### src/rtl/fetch_unit_if.sv
// Instruction-memory request/acknowledge bus between the fetch stage and a
// variable-latency instruction memory.
//   IM_Req   : fetch request, held until acknowledged (fetch -> memory)
//   IM_Addr  : word-aligned fetch address, stable while IM_Req is high
//   IM_Ack   : one-cycle acknowledge pulse (memory -> fetch)
//   IM_Rdata : instruction word, valid in the IM_Ack cycle
interface fetch_unit_if;
  logic        IM_Req;
  logic [31:0] IM_Addr;
  logic        IM_Ack;
  logic [31:0] IM_Rdata;

  modport master (
    output IM_Req,
    output IM_Addr,
    input  IM_Ack,
    input  IM_Rdata
  );

  modport slave (
    input  IM_Req,
    input  IM_Addr,
    output IM_Ack,
    output IM_Rdata
  );
endinterface

### src/rtl/fetch_unit.sv
// Instruction-fetch stage: owns the PC, runs the request/acknowledge
// handshake with instruction memory and offers one instruction at a time to
// the IF/ID register. A NOP is offered whenever no fetched word is ready.
// Branch redirects from D are applied to the PC only once the delay slot has
// been delivered; a redirect seen during a stall is remembered until then.
// Ports:
//   clk, reset      : clock, asynchronous active-low reset
//   En_D            : IF/ID capture enable (low = stall)
//   Branch_Taken    : D-stage redirect request
//   Branch_Target   : redirect target (bits [1:0] ignored)
//   im              : instruction-memory bus (master side)
//   PC_F            : PC of the offered instruction
//   Instruction_F   : offered instruction or NOP_INSTR
//   Fetch_Valid     : Instruction_F holds a real fetched word
module fetch_unit #(
  parameter logic [31:0] RESET_PC  = 32'h0000_3000,
  parameter logic [31:0] NOP_INSTR = 32'h0000_0000
) (
  input  logic              clk,
  input  logic              reset,
  input  logic              En_D,
  input  logic              Branch_Taken,
  input  logic [31:0]       Branch_Target,
  fetch_unit_if.master      im,
  output logic [31:0]       PC_F,
  output logic [31:0]       Instruction_F,
  output logic              Fetch_Valid
);

  typedef enum logic [0:0] {
    FETCH = 1'b0,
    HOLD  = 1'b1
  } state_t;

  state_t      state_r;
  logic [31:0] pc_r;
  logic [31:0] hold_instr_r;
  logic        redir_pend_r;
  logic [31:0] redir_target_r;

  logic        offer_valid_s;
  logic [31:0] offer_instr_s;
  logic        deliver_s;
  logic [31:0] branch_tgt_s;
  logic [31:0] next_pc_s;

  // Request side comes straight from registers: no request while holding.
  assign im.IM_Req  = (state_r == FETCH);
  assign im.IM_Addr = pc_r;

  assign PC_F          = pc_r;
  assign Instruction_F = offer_instr_s;
  assign Fetch_Valid   = offer_valid_s;

  // Masking keeps every PC word-aligned regardless of the target's low bits.
  assign branch_tgt_s = Branch_Target & 32'hFFFF_FFFC;
  assign deliver_s    = offer_valid_s & En_D;

  // Offer selection: acked word bypasses straight through in FETCH; an ack
  // arriving while holding is a protocol violation and is ignored.
  always_comb begin
    offer_valid_s = 1'b0;
    offer_instr_s = NOP_INSTR;
    case (state_r)
      FETCH: begin
        if (im.IM_Ack) begin
          offer_valid_s = 1'b1;
          offer_instr_s = im.IM_Rdata;
        end else begin
          offer_valid_s = 1'b0;
          offer_instr_s = NOP_INSTR;
        end
      end
      HOLD: begin
        offer_valid_s = 1'b1;
        offer_instr_s = hold_instr_r;
      end
      default: begin
        offer_valid_s = 1'b0;
        offer_instr_s = NOP_INSTR;
      end
    endcase
  end

  // Next PC after a delivery: a live branch beats a remembered one.
  always_comb begin
    next_pc_s = pc_r + 32'd4;
    if (Branch_Taken) begin
      next_pc_s = branch_tgt_s;
    end else if (redir_pend_r) begin
      next_pc_s = redir_target_r;
    end else begin
      next_pc_s = pc_r + 32'd4;
    end
  end

  // Fetch FSM with PC, held instruction and pending-redirect registers.
  always_ff @(posedge clk or negedge reset) begin
    if (!reset) begin
      state_r        <= FETCH;
      pc_r           <= RESET_PC;
      hold_instr_r   <= NOP_INSTR;
      redir_pend_r   <= 1'b0;
      redir_target_r <= 32'h0000_0000;
    end else if (deliver_s) begin
      // Delay slot consumed: advance and start the next request next cycle.
      state_r      <= FETCH;
      pc_r         <= next_pc_s;
      redir_pend_r <= 1'b0;
    end else begin
      if (Branch_Taken) begin
        redir_pend_r   <= 1'b1;
        redir_target_r <= branch_tgt_s;
      end
      case (state_r)
        FETCH: begin
          if (im.IM_Ack) begin
            state_r      <= HOLD;
            hold_instr_r <= im.IM_Rdata;
          end
        end
        HOLD: begin
          state_r <= HOLD;
        end
        default: begin
          state_r <= FETCH;
        end
      endcase
    end
  end

endmodule

### src/flat_wrapper.sv
// flat-port wrapper written by rule: the top's interface ports become plain ports
module fetch_unit_flat 
#(
  parameter logic [31:0] RESET_PC  = 32'h0000_3000,
  parameter logic [31:0] NOP_INSTR = 32'h0000_0000
)
  (clk, reset, En_D, Branch_Taken, Branch_Target, PC_F, Instruction_F, Fetch_Valid, im_IM_Req, im_IM_Addr, im_IM_Ack, im_IM_Rdata);
  fetch_unit_if im_i ();
  input  logic clk;
  input  logic reset;
  input  logic En_D;
  input  logic Branch_Taken;
  input  logic [31:0] Branch_Target;
  output logic [31:0] PC_F;
  output logic [31:0] Instruction_F;
  output logic Fetch_Valid;
  output wire logic [$bits(im_i.IM_Req)-1:0] im_IM_Req;
  output wire logic [$bits(im_i.IM_Addr)-1:0] im_IM_Addr;
  input wire logic [$bits(im_i.IM_Ack)-1:0] im_IM_Ack;
  input wire logic [$bits(im_i.IM_Rdata)-1:0] im_IM_Rdata;
  assign im_IM_Req = im_i.IM_Req;
  assign im_IM_Addr = im_i.IM_Addr;
  assign im_i.IM_Ack = im_IM_Ack;
  assign im_i.IM_Rdata = im_IM_Rdata;
  fetch_unit #(.RESET_PC(RESET_PC), .NOP_INSTR(NOP_INSTR)) u_core (.clk(clk), .reset(reset), .En_D(En_D), .Branch_Taken(Branch_Taken), .Branch_Target(Branch_Target), .im(im_i), .PC_F(PC_F), .Instruction_F(Instruction_F), .Fetch_Valid(Fetch_Valid));
endmodule
### config.mk
export PLATFORM = sky130hd
export DESIGN_NAME = fetch_unit_flat
export DESIGN_NICKNAME = d
export VERILOG_FILES = /design/src/rtl/fetch_unit_if.sv /design/src/rtl/fetch_unit.sv /design/src/flat_wrapper.sv
export SDC_FILE = /design/constraint.sdc
export NUM_CORES = 1
export LEC_CHECK = 0
export ABC_AREA = 1
export CELL_PAD_IN_SITES_DETAIL_PLACEMENT = 1
export CELL_PAD_IN_SITES_GLOBAL_PLACEMENT = 1
export CORE_MARGIN = 1
export CORE_UTILIZATION = 34
export DETAILED_ROUTE_END_ITERATION = 10
export PLACE_DENSITY = 0.92
export REMOVE_ABC_BUFFERS = 1
export SLEW_MARGIN = 25
export SYNTH_ARGS = -nofsm -noshare
export SYNTH_HDL_FRONTEND = slang
export SYNTH_SLANG_ARGS = --single-unit
export TNS_END_PERCENT = 20
### constraint.sdc
create_clock -name clk -period 1.8 [get_ports clk]
set_clock_uncertainty 0.15 [all_clocks]
set_input_delay 0.45 -clock clk [delete_from_list [all_inputs] [get_ports clk]]
set_output_delay 0.45 -clock clk [all_outputs]
set_load 0.05 [all_outputs]
# [After elaboration in Yosys (flattened, before gate mapping)]
# Cells that the tools add are included.
[op_classes] addsub=1 bitwise=3 n_reduce_logical=3 n_mux=9
[op_table] operator="$mux W32" count=3
[op_table] operator="$pmux W32 S2" count=1
[op_table] operator="$add A32 B3 Y32 const B" count=1
[op_table] operator="$mux W1" count=4
[op_table] operator="$reduce_and A3 Y1" count=1
[op_table] operator="$not A1 Y1" count=2
[op_table] operator="$pmux W1 S2" count=1
[op_table] operator="$reduce_and A2 Y1" count=1
[op_table] operator="$reduce_bool A2 Y1" count=1
[op_table] operator="$and A1 B1 Y1" count=1
[word_totals] register_bits=96 in_bits=69 wordCells=21

# [Longest topological paths before layout]
# Gate-level depths: netlist of run 1.
[logic_depth] word_depth=5 mapped_depth=11

# [Worst setup path after synthesis of run 1]
# No wires, ideal clock.
[synth_path] path_type="input -> output" startpoint="in im_IM_Ack" endpoint="out Instruction_F[0]" slack_ns=-0.766 path_stages=5 path_buffers=1 t_arrival_ns=1.966 path_cell_list="inv_1 -> nor2_1 -> inv_2 -> clkbuf_1 -> o21ai_0"
[synth_between] elab_chain_cells=2
[synth_lines] element="start, declared" line_no="flat_wrapper.sv:19" source="input wire logic [$bits(im_i.IM_Ack)-1:0] im_IM_Ack;"
[synth_lines] element="$mux W32" line_no="fetch_unit.sv:66" source="if (im.IM_Ack) begin"
[synth_lines] element="$pmux W32 S2" line_no="fetch_unit.sv:64" source="case (state_r)"
[synth_lines] element="end, declared" line_no="flat_wrapper.sv:15" source="output logic [31:0] Instruction_F;"
# No other way between the ends.

# [Worst setup path in the final report of run 1]
[layout_path] startpoint="reg u_core.state_r" endpoint="out Instruction_F[16]"
[layout_between] elab_chain_cells=2
[layout_lines] element="start, declared" line_no="fetch_unit.sv:35" source="state_t state_r;"
[layout_lines] element="start signal, assigned" line_no="fetch_unit.sv:100" source="state_r <= FETCH;"
[layout_lines] element="start signal, assigned" line_no="fetch_unit.sv:107" source="state_r <= FETCH;"
[layout_lines] element="start signal, assigned" line_no="fetch_unit.sv:118" source="state_r <= HOLD;"
[layout_lines] element="$not A1 Y1 (no line)"
[layout_lines] element="$pmux W32 S2 *" line_no="fetch_unit.sv:64"
# Every way passes the cells marked *; elsewhere a longest branch is shown, timed or not.

==> results, run 1 <==
- The total of buffers placed on input and output ports is 160.
- The placed cell area is 0.00878 mm2.
- The post-route antenna net violation count is 0.
- Setup violations remaining at the end of the flow were counted as 93.
- Of the cells placed in the final design, the portion with a size suffix greater than 1 is approximately a third.
- The mean instance size in the synthesized netlist is slightly above 7 um2.
- The async set-reset flop share out of synthesis is between 90% and 100%.
- TritonCTS created 9 clock buffers.
- The power density of the placed cells is between 900 and 1000 mW/mm2.
- In this run the count of I/O pins placed on the die edge is about 170.
- Along the worst path, the maximum fanout reaches 9.
- TritonCTS built the clock tree.
- Global routing used about 28% of the available tracks across all layers.
- The overflow left after global routing is 0.
- By startpoint and endpoint, the worst setup path is classified as reg -> out.
- The root cell of the clock tree is clkbuf_16.
- The hold violation total from the final report is 0.
- The wire length of the first global-routing pass is roughly 36 mm.
- The count of vias placed by the detailed router is just over 6000.
- The area of the core is about 0.016 mm2.
- STA classifies the critical path endpoint as an output port.
- The number of max-slew violations in the final report came to 0.
- The data arrival time of the critical path is approximately 1.7 ns.
- The detailed router finished its first iteration with roughly 320 violations.
- The final reports fail on negative setup slack.
- The clock transition at the registers of the reported paths is approximately 0.070 ns.
- Using the TritonRoute via totals, the vias-per-cell ratio works out to between 5 and 6.
- Fill cells in the final layout number 1807.
- The count of inserted antenna diode cells is 0.
- For this run, the top clock speed supported by timing is about 0.44 GHz.
- The portion of the clock cycle consumed by the worst path in the final layout is 127%.
- The die covers approximately 0.017 mm2.
- STA classifies the critical path startpoint as a flip-flop.
- Entering global routing, the biggest net connects between 50 and 60 pins.
- The clock insertion delay at the later pin of the skew report is between 0.3 and 0.4 ns.
- The synthesized netlist cell count is slightly below 800.
- The row count is 46.
- The predominant post-synthesis flop cell is dfrtp_1.
- The number of synthesized flops with an enable pin is 0.
- The routability-driven placement congestion ratio is 0.829.
- Clock tree synthesis found a total of 94 sinks.
- Detailed placement finished with a half-perimeter wire length of 16.2 mm.
- The path category of the worst min-delay check is reg -> reg.
- The minimum clock period is approximately 2.3 ns.
- The post-synthesis register bit count is 94.
- The cell type with the highest aggregate area in the netlist is dfrtp_1.
- The met1 usage in global routing is about a third.
- From bottom edge to top edge, the die measures roughly 130 um.
- The number of global-route vias before repair is ~6800.
- The reported max-cap violation count is 0.
- Data on the critical path is required at its endpoint by between 1 and 1.5 ns.
- After routing the design area is just under 0.01 mm2.
- The total number of nets in the final design is around 1100.
- The maximum ir drop on the vdd rail is about 470 uV.
- Setup repair after global routing could not meet its margin everywhere.
- The share of the Yosys chip area taken by registers is 41.8%.
- The run finished, with violations left.
- The critical path's slowest cell is dfrtp_2.
- The initial antenna violation count is 1.
- Across all setup checks in the final design, the least slack found is -0.487 ns.
- The routing layer with the top usage in global route is met2.
- The number of search-and-repair iterations in the first detailed-routing pass is 5.
- The instance count along the most critical hold path is 2.
- After detailed routing, the average wire length per cell comes to 19.9 um.
- In this run the number of H-tree levels came out at 3.
- The synthesized cell area is roughly 0.0056 mm2.
- The worst-case reg-to-reg path depth is 11.
- The routed wire length is 24.0 mm.
- The portion of synthesized cell area occupied by the leading cell type is 40.8%.
- The routing usage on met3 is under 10%.
- Counting stages on the worst path, the most repeated cell is buf_12.
- The met2 usage in global routing is approximately half.
- The die outline width is approximately 130 um.
- The number of distinct standard cells referenced by the synthesized netlist is 35.
- The starting utilization of the core area is between 30% and 40%.
- Counting along the longest clock path gives a buffer depth of 2.
- The leakage power is 4.48 nW.
- For this run, the slowest stage of the critical path takes roughly 0.44 ns.
- In the post-synthesis netlist, the biggest area contributors are dfrtp_1 41%, nand2_1 15%, o21ai_0 8.3%.
- The count of synthesis-stage warnings from yosys is 0.
- In the routed design, unresolved DRC markers number 0.
- The end-of-flow core utilization is about 60%.
- The layout-stage area growth over the synthesis result is 70.3%.
- Traced cell by cell, the critical path runs through nor2_4 > buf_12 > inv_16 > buf_12 > o21ai_2 > buf_4 > buf_12.
-- cells in the mapped netlist (all sizes together), types with 4 or more instances --
cell type and n:
nand3 34, nand2 239, dfrtp 92, buf 48
clkbuf 21, inv 82, o21ai 98, mux2 12
nor2 70, a21oi 54, xor2 4, xnor2 4
-- logic make-up (layout without fill, tap and decap cells) --
group,count (synthesis),in the layout,share of synthesized area (%)
AOI/OAI and AO/OA,161,161,14.6
and+or+nand+nor,345,345,25.8
buffers and inverters,153,363,13.9
xor gates and xnor gates,8,8,1.24
adders and majority gates,1,1,0.222
muxes,12,12,2.40
other,1,4,0.0665
DFF,94,94,41.8
-- report_power, final --
part / leakage [nW] / switching, mW / total [mW] / internal, mW
clock: 0.137 / 0.848 / 1.90 / 1.06
combinational: 3.20 / 2.63 / 4.73 / 2.11
sequential: 1.14 / 0.329 / 2.78 / 2.45
-- critical path, delay by kind of cell, from the launching register on --
kind | cells | cell delay [ns]
simple gates | 1 | 0.13
buf+inv | 5 | 0.63
compound gates | 1 | 0.13
flops | 1 | 0.44
-- metrics by stage --
step,cells,power [mW],hold slack [ns],setup slack [ns],TNS [ns]
6_report,1204,9.42,0.337,-0.487,-19.38
5_1_grt,1204,9.77,0.361,-0.496,-25.62
4_1_cts,1205,9.31,0.343,-0.427,-15.11
3_5_place_dp,1184,7.23,0.321,-0.805,-55.35
3_3_place_gp,1184,7.02,0.315,-0.591,-46.15
2_1_floorplan,708,4.70,0.00441,-1.96,-127.41
-- timing repair --
action	4_1_cts	5_1_grt
endpoints found under the setup margin	74	119
gates resized for setup	120	53
buffers inserted	7	4
hold buffers	1	0
hold endpoints to repair	92	0
pin swaps	5	10
gates cloned	2	1
-- area by class of cell --
class / instances / area, um2 / share of cell area [%]
clock buffer: 16 / 282 / 2.93
timing repair inverter: 2 / 36.3 / 0.378
timing repair buffer: 262 / 3480 / 36.3
multi-input combinational: 531 / 2850 / 29.6
tap: 216 / 270 / 2.81
sequential: 94 / 2360 / 24.5
inverter: 83 / 330 / 3.44
-- final timing paths --
check / end / slack [ns] / startpoint
worst max-delay path: Instruction_F[16] / -0.49 / u_core.state_r$_DFF_PN0_
worst min-delay path: u_core.redir_target_r[23]$_DFFE_PN0P_ / 0.34 / u_core.redir_target_r[23]$_DFFE_PN0P_
worst max register to register: u_core.hold_instr_r[5]$_DFFE_PN0P_ / -0.25 / u_core.state_r$_DFF_PN0_
worst min register to register: u_core.redir_target_r[23]$_DFFE_PN0P_ / 0.34 / u_core.redir_target_r[23]$_DFFE_PN0P_
max in group asynchronous: u_core.PC_F[13]$_DFFE_PN1P_ / 0.71 / reset
min in group asynchronous: u_core.redir_target_r[8]$_DFFE_PN0P_ / 0.51 / reset
-- layout by cell type, fill, tap and decap left out, types with 2 or more instances in the layout --
cell type,instances
buf_12,103
dfrtp_2,2
buf_6,12
o21ai_0,37
buf_4,79
o21ai_2,14
a21oi_2,2
o21ai_4,16
nand2_4,4
o22ai_1,3
clkbuf_16,10
nor2_4,13
mux2_2,12
a21oi_1,52
clkdlybuf4s50_1,63
nand3_1,34
nand2_2,17
dfstp_2,2
xnor2_1,4
o21ai_1,31
nor2_2,11
xor2_1,4
nand2_1,218
inv_16,2
inv_1,77
inv_2,3
clkbuf_1,4
conb_1,4
clkbuf_8,3
dfrtp_1,90
nor2_1,46
-- sequential cells by signal, indices dropped and copies added, names as in the netlist --
register               count
u_core.hold_instr_r       32
u_core.redir_pend_r        1
u_core.state_r             1
u_core.redir_target_r     30
u_core.PC_F               30
-- per-layer routing --
layer | wire length (um) | vias to the layer above
met5 | 11 | -
li1 | - | 2839
met4 | 913 | 2
met2 | 12800 | 248
met1 | 8970 | 3055
met3 | 1320 | 73
(Power assumes the default switching activity.)
==> run 2, diff against run 1 <==
--- a/config.mk
+++ b/config.mk
@@ -9,9 +9,9 @@
 export CELL_PAD_IN_SITES_DETAIL_PLACEMENT = 1
 export CELL_PAD_IN_SITES_GLOBAL_PLACEMENT = 1
 export CORE_MARGIN = 1
-export CORE_UTILIZATION = 34
+export CORE_UTILIZATION = 25
 export DETAILED_ROUTE_END_ITERATION = 10
-export PLACE_DENSITY = 0.92
+export PLACE_DENSITY = 0.74
 export REMOVE_ABC_BUFFERS = 1
 export SLEW_MARGIN = 25
 export SYNTH_ARGS = -nofsm -noshare
==> run 2 against run 1 <==
  * The flow finishes with violations (design-rule violations, negative setup slack)
  * Fmax grew 6.5%
  * Utilization decreased by 17 points
  * First-iteration DRC count shrank 49%
  * Worst setup slack better by 0.14 ns
  * Sequential power is 1% lower
  * Flip-flop and latch count is the same
  * Non-clock buffer count down 2
==> results, run 2 (synthesis gave the netlist of run 1 again) <==
- The number of levels in the clock H-tree is 3.
- The flow ran to the end, but the final reports show violations.
- The routing usage on met3 is roughly 4%.
- The category of the critical setup timing path is reg -> out.
- After detailed routing, the total wire length is a little under 20 mm.
- For met1 alone, demand over resource in global routing was between 20% and 30%.
- The library cell used most frequently in the layout, excluding fill and tap cells, is nand2_1.
- In this run the deepest clock path goes through 2 buffers.
- The final worst slack is -0.348 ns.
- The met2 usage in global routing is 30.6%.
- The number of global-route vias before repair was approximately 6200.
- For the final routed database, the setup TNS stands at -9.86 ns.
- The clock reaches the later pin of the worst-skew pair after 0.36 ns.
- In this run the register-to-register setup slack is -0.02 ns.
- The final reports fail on design-rule violations, negative setup slack.
- The endpoint class of the critical path is an output port.
- Across the VDD grid, the largest voltage drop is around 490 uV.
- The initial antenna violation count is 1.
- Summing internal, switching and leakage power gives between 9 and 10 mW.
- The instance count along the most critical hold path is 2.
- The endpoint of the worst register-to-register path is u_core.PC_F[18]$_DFFE_PN0P_.
- The number of max-slew violations in the final report is 0.
- The worst hold path terminates at u_core.redir_target_r[24]$_DFFE_PN0P_.
- The total number of nets in the final design is ~1100.
- Setup violations remaining at the end of the flow were counted as 39.
- The hold violation total from the final report came to 0.
- In this run the most used layer during global routing was met2.
- The layout-stage area growth over the synthesis result is 68.2%.
- The average wire per cell in the routed design is about 16 um.
- After detailed routing, the number of remaining DRC violations is 11.
- The number of clock buffers inserted by TritonCTS is 9.
- The portion of the clock cycle consumed by the worst path in the final layout is 119%.
- Cells fill between 40% and 50% of the core in the end.
- The floorplan has between 50 and 60 rows.
- The top cell types in the final layout, fill and taps aside, are 227 x nand2_1, 99 x buf_12, 90 x dfrtp_1.
- The starting utilization of the core area is between 20% and 30%.
- Setup repair after global routing could not meet its margin everywhere.
- The register with the most flip-flops in the final layout is u_core.hold_instr_r.
- The count of vias placed by the detailed router is 5786.
- The reported max-cap violation count is 0.
- The total of buffers placed on input and output ports is 160.
- Based on the critical path, the design can be clocked at up to ~0.47 GHz.
- The die is 152 um wide.
- The number of flip-flops in the largest register is 32.
- For the worst setup path, the data arrival time is around 1.6 ns.
- The cell sitting at the root of the clock tree is a clkbuf_16.
- The first detailed-routing pass took 7 iterations.
- The post-route antenna net violation count is 0.
- The worst-case reg-to-reg path depth is 10.
- The number of violations reported at the end of detailed-routing iteration 0 is 164.
- The routability-driven placement congestion ratio is 0.832.
- The maximum number of pins on one net before global-route repair is 49.
- Cells with a size suffix above 1 make up around 30% of the layout.
- 0 antenna diodes ended up in the layout.
- In this run the static leakage power is approximately 4.4 nW.
- Global routing used between 10% and 20% of the available tracks across all layers.
- During I/O placement, the number of pins put on the boundary was around 170.
- The hold path startpoint is u_core.redir_target_r[24]$_DFFE_PN0P_.
- The minimum clock period is approximately 2.1 ns.
- The data required time of the critical path is 1.20 ns.
- In this run the vertical extent of the chip is 152 um.
- The via count normalized by instance count is approximately 4.6.
- The area of the core is 0.0220 mm2.
- The path category of the worst min-delay check is reg -> reg.
- The post-route worst hold slack is about 0.34 ns.
- The CTS tree is done.
- The die covers 0.0232 mm2.
- The wire length of the first global-routing pass is ~33 mm.
- The power density of the placed cells is between 900 and 1000 mW/mm2.
- The type of origin of the critical path is a flip-flop.
- The highest fanout seen on the critical path is 16.
- Once detailed placement completed, the half-perimeter wirelength came to around 15 mm.
- The worst register-to-register path begins at u_core.PC_F[3]$_DFFE_PN0P_.
- The overflow left after global routing is 0.
- The number of clock sinks is 94.
- Clock-pin slew was measured on the worst setup and hold paths at about 0.07 ns.
-- run 2: cell types whose count changed in the layout (fill, tap and decap cells not counted), sizes merged --
cell,previous run,this run
clkbuf,17,10
inv,84,86
buf,196,195
bufinv,0,1
clkinv,1,4
-- run 2: how the worst max path moves through the flow --
stage,start,end,cells past startpoint
after floorplan,u_core.state_r$_DFF_PN0_,u_core.redir_target_r[12]$_DFFE_PN0P_,5
after global placement,im_IM_Ack,Instruction_F[19],7
after detailed placement,im_IM_Ack,Instruction_F[31],7
after CTS,u_core.state_r$_DFF_PN0_,Instruction_F[27],5
after global routing,u_core.state_r$_DFF_PN0_,Instruction_F[24],6
final,u_core.state_r$_DFF_PN0_,Instruction_F[31],6
-- run 2: layout make-up --
| type | instances | area, um2 |
|---|---|---|
| clock buffer | 10 | 239 |
| clock inverter | 6 | 66.3 |
| fill | 2527 | 12500 |
| inverter | 83 | 324 |
| multi-input combinational | 531 | 2750 |
| sequential | 94 | 2360 |
| tap | 280 | 350 |
| timing repair buffer | 260 | 3370 |
| timing repair inverter | 2 | 27.5 |
-- run 2: repair_timing --
item,CTS,global route
gates resized for setup,69,41
cloned,2,0
pin swaps,4,2
setup buffers,2,1
hold buffers,1,0
setup endpoints to repair,74,103
endpoints found under the hold margin,20,0
-- run 2: where the power goes --
group	switching (mW)	internal, mW	leakage [nW]
Clock	0.890	1.12	0.153
Combinational	2.46	2.05	3.14
Sequential	0.286	2.45	1.14
-- run 2: worst max-delay path, stage by stage (launching register included) --
cell and delay, ns:
dfrtp_2 0.44, nor2_4 0.13, buf_12 0.15, inv_12 0.07, o21ai_2 0.13, buf_4 0.14
buf_12 0.12
-- run 2: metal layers --
metal  vias up  routed length (um)
met5         -                  12
li1       2822                   -
met1      2783                8380
met2       161                9840
met4         2                 216
met3        18                1270
-- run 2: metrics by stage --
stage / setup slack (ns) / area [um2] / cells
after global routing: -0.399 / 9490 / 1266
final: -0.348 / 9490 / 1266
after global placement: -0.580 / 8900 / 1253
after detailed placement: -0.686 / 8900 / 1253
after CTS: -0.362 / 9360 / 1269
after floorplan: -1.96 / 5180 / 708
==> run 3, diff against run 2 <==
--- a/config.mk
+++ b/config.mk
@@ -6,13 +6,13 @@
 export NUM_CORES = 1
 export LEC_CHECK = 0
 export ABC_AREA = 1
+export CAP_MARGIN = 10
 export CELL_PAD_IN_SITES_DETAIL_PLACEMENT = 1
 export CELL_PAD_IN_SITES_GLOBAL_PLACEMENT = 1
 export CORE_MARGIN = 1
 export CORE_UTILIZATION = 25
 export DETAILED_ROUTE_END_ITERATION = 10
 export PLACE_DENSITY = 0.74
-export REMOVE_ABC_BUFFERS = 1
 export SLEW_MARGIN = 25
 export SYNTH_ARGS = -nofsm -noshare
 export SYNTH_HDL_FRONTEND = slang
==> run 3 against run 2 <==
  * The run still ends with design-rule violations, negative setup slack left
  * Non-clock buffer count fell by 6
  * Register-to-register slack barely moved
  * Power fell by 2.5%
  * Global-route usage fell by 0.091 points
  * Critical path depth fell by 1
  * Count of clock-buffer cells in the layout rose by 4
  * Sequential share of layout area rose by 0.28 points
==> results, run 3 (synthesis gave the netlist of run 1 again) <==
- The initialized floorplan defines 54 standard-cell rows.
- The number of violations reported at the end of detailed-routing iteration 0 is roughly 180.
- For hold timing, the worst endpoint is u_core.hold_instr_r[13]$_DFFE_PN0P_.
- Along the worst path, the maximum fanout reaches 9.
- The number of inserted filler cells in the final layout is between 2000 and 3000.
- Across the run, the number of max-cap violations was 0.
- In the final design database the tool counted 1043 nets.
- Clock latency on the worst-skew pair, taken at its later pin, is between 0.3 and 0.4 ns.
- The detailed router placed about 5700 vias in this run.
- The worst-case reg-to-reg path depth is 10.
- The floorplan step set the die height to 152 um.
- The layout-stage area growth over the synthesis result is 66.4%.
- Clock tree synthesis selected as its root buffer the cell clkbuf_16.
- Input and output buffers added on the ports amount to 160.
- The power density of the placed cells is 962 mW/mm2.
- The hold violation total from the final report is 0.
- The number of search-and-repair iterations in the first detailed-routing pass is 8.
- The hold path startpoint is u_core.hold_instr_r[13]$_DFFE_PN0P_.
- The repair_antennas step left the layout with diodes totalling 0.
- The portion of the clock cycle consumed by the worst path in the final layout is 117%.
- Static timing analysis puts the maximum clock frequency at about 0.47 GHz.
- The routability-driven placement congestion ratio is 0.823.
- The number of global-route vias before repair is 6045.
- The category of the critical setup timing path is reg -> out.
- The checks that failed: design-rule violations, negative setup slack.
- The clock transition at the registers of the reported paths is approximately 0.070 ns.
- Total power for the finished layout comes to between 9 and 10 mW.
- The number of flip-flops in the largest register is 32.
- The number of clock sinks is 94.
- The total I/O pin count is around 170.
- The number of failing setup endpoints in the final timing report is 39.
- The overall fraction of global-route tracks in use is 17.5%.
- The post-route worst hold slack is approximately 0.34 ns.
- The worst setup path is launched from a flip-flop.
- The data arrival time of the critical path is about 1.5 ns.
- After detailed routing, the number of remaining DRC violations is 10.
- The initial antenna violation count came to 1.
- The summed area of non-filler cells in the final layout is between 0.009 and 0.01 mm2.
- TritonCTS built the clock tree.
- The data required time of the critical path is roughly 1.2 ns.
- The die covers approximately 0.023 mm2.
- The placed cell area is about 0.0088 mm2.
- The maximum count of clock buffers along a single path is 2.
- The run finished, with violations left.
- The number of levels in the clock H-tree is 3.
- The die outline width is ~150 um.
- The minimum clock period is around 2.1 ns.
- After routing, the total negative slack on setup checks comes to -8.83 ns.
- The count of cells in the finished layout, fillers not included, comes to around 1300.
- The number of placed instances with taps included is about 1200.
- The start of the worst register-to-register path is u_core.PC_F[3]$_DFFE_PN0P_.
- Setup repair after global routing could not meet its margin everywhere.
- The area of the core is ~0.022 mm2.
- Counting the buffers created by CTS gives 9.
- The average wire per cell in the routed design is 15.6 um.
- Using the TritonRoute via totals, the vias-per-cell ratio works out to between 4 and 5.
- The fraction of final layout cells sized beyond drive strength 1 is 30.4%.
- The leakage power is 4.33 nW.
- The worst setup path is captured at an output port.
- Entering global routing, the biggest net connects 63 pins.
- The endpoint of the worst register-to-register path is u_core.PC_F[22]$_DFFE_PN0P_.
- The final HPWL from detailed placement is around 14 mm.
- The path category of the worst min-delay check is reg -> reg.
- The starting utilization of the core area is about a quarter.
- The library cell used most frequently in the layout, excluding fill and tap cells, is nand2_1.
- Cells fill between 40% and 50% of the core in the end.
- Before CTS, the worst setup slack after placement is -0.559 ns.
- The count of nets left with antenna violations once routing finished came out at 0.
- The routed design has about 20 mm of wire.
- The instance count along the most critical hold path is 2.
- The number of max-slew violations in the final report is 0.
- The top cell types in the final layout, fill and taps aside, are 223 x nand2_1, 90 x dfrtp_1, 77 x inv_1, 77 x buf_4, 68 x buf_12.
- IR analysis of the VDD net gives a maximum drop of just under 400 uV.
- The worst register-to-register path has a setup slack of -0.02 ns.
- The final worst slack is -0.307 ns.
- The wire length of the first global-routing pass is about 32 mm.
- The largest register by flop count is u_core.hold_instr_r.
- Summed over all layers, the global routing overflow is 0.
## run 3: per-layer routing
metal | part of all wire (%) | GRT usage [%] | vias to the layer above
li1 | - | - | 2803
met1 | 42 | 20.9 | 2742
met2 | 51 | 31.8 | 146
met3 | 4.9 | 3.81 | 17
met4 | 1.2 | 4.23 | 2
met5 | 0.056 | 0 | -
## run 3: final cells by class
type	instances	area, um2	share of cell area [%]
flip-flops and latches	94	2360	25.1
well taps	280	350	3.73
clock inverters	2	16.3	0.173
inverters	83	319	3.40
repair buffers	254	3140	33.4
multi-input cells	531	2930	31.2
clock buffers	14	274	2.92
## run 3: what timing repair did
item	CTS	global route
pin swaps	1	0
resized for setup	55	32
cloned	1	0
buffers inserted	2	0
setup endpoints to repair	89	68
hold endpoints to repair	16	0
hold buffers	1	0
## run 3: where the power goes
| part | internal, mW | switching [mW] | leakage (nW) |
|---|---|---|---|
| Clock | 1.06 | 0.849 | 0.139 |
| Sequential | 2.45 | 0.289 | 1.14 |
| Combinational | 1.93 | 2.46 | 3.05 |
## run 3: worst max path at each step
stage | depth (start not counted) | to | start
final | 5 | Instruction_F[11] | u_core.state_r$_DFF_PN0_
after CTS | 5 | Instruction_F[11] | u_core.state_r$_DFF_PN0_
after detailed placement | 7 | Instruction_F[31] | im_IM_Ack
after global routing | 5 | Instruction_F[11] | u_core.state_r$_DFF_PN0_
after floorplan | 10 | u_core.PC_F[22]$_DFFE_PN0P_ | u_core.PC_F[3]$_DFFE_PN0P_
after global placement | 7 | Instruction_F[11] | im_IM_Ack
## run 3: worst max-delay path: stages (launching register included)
cell and delay [ns]:
dfrtp_2 0.44, nor2_4 0.13, inv_4 0.09, buf_12 0.17
o21ai_4 0.17, buf_8 0.17
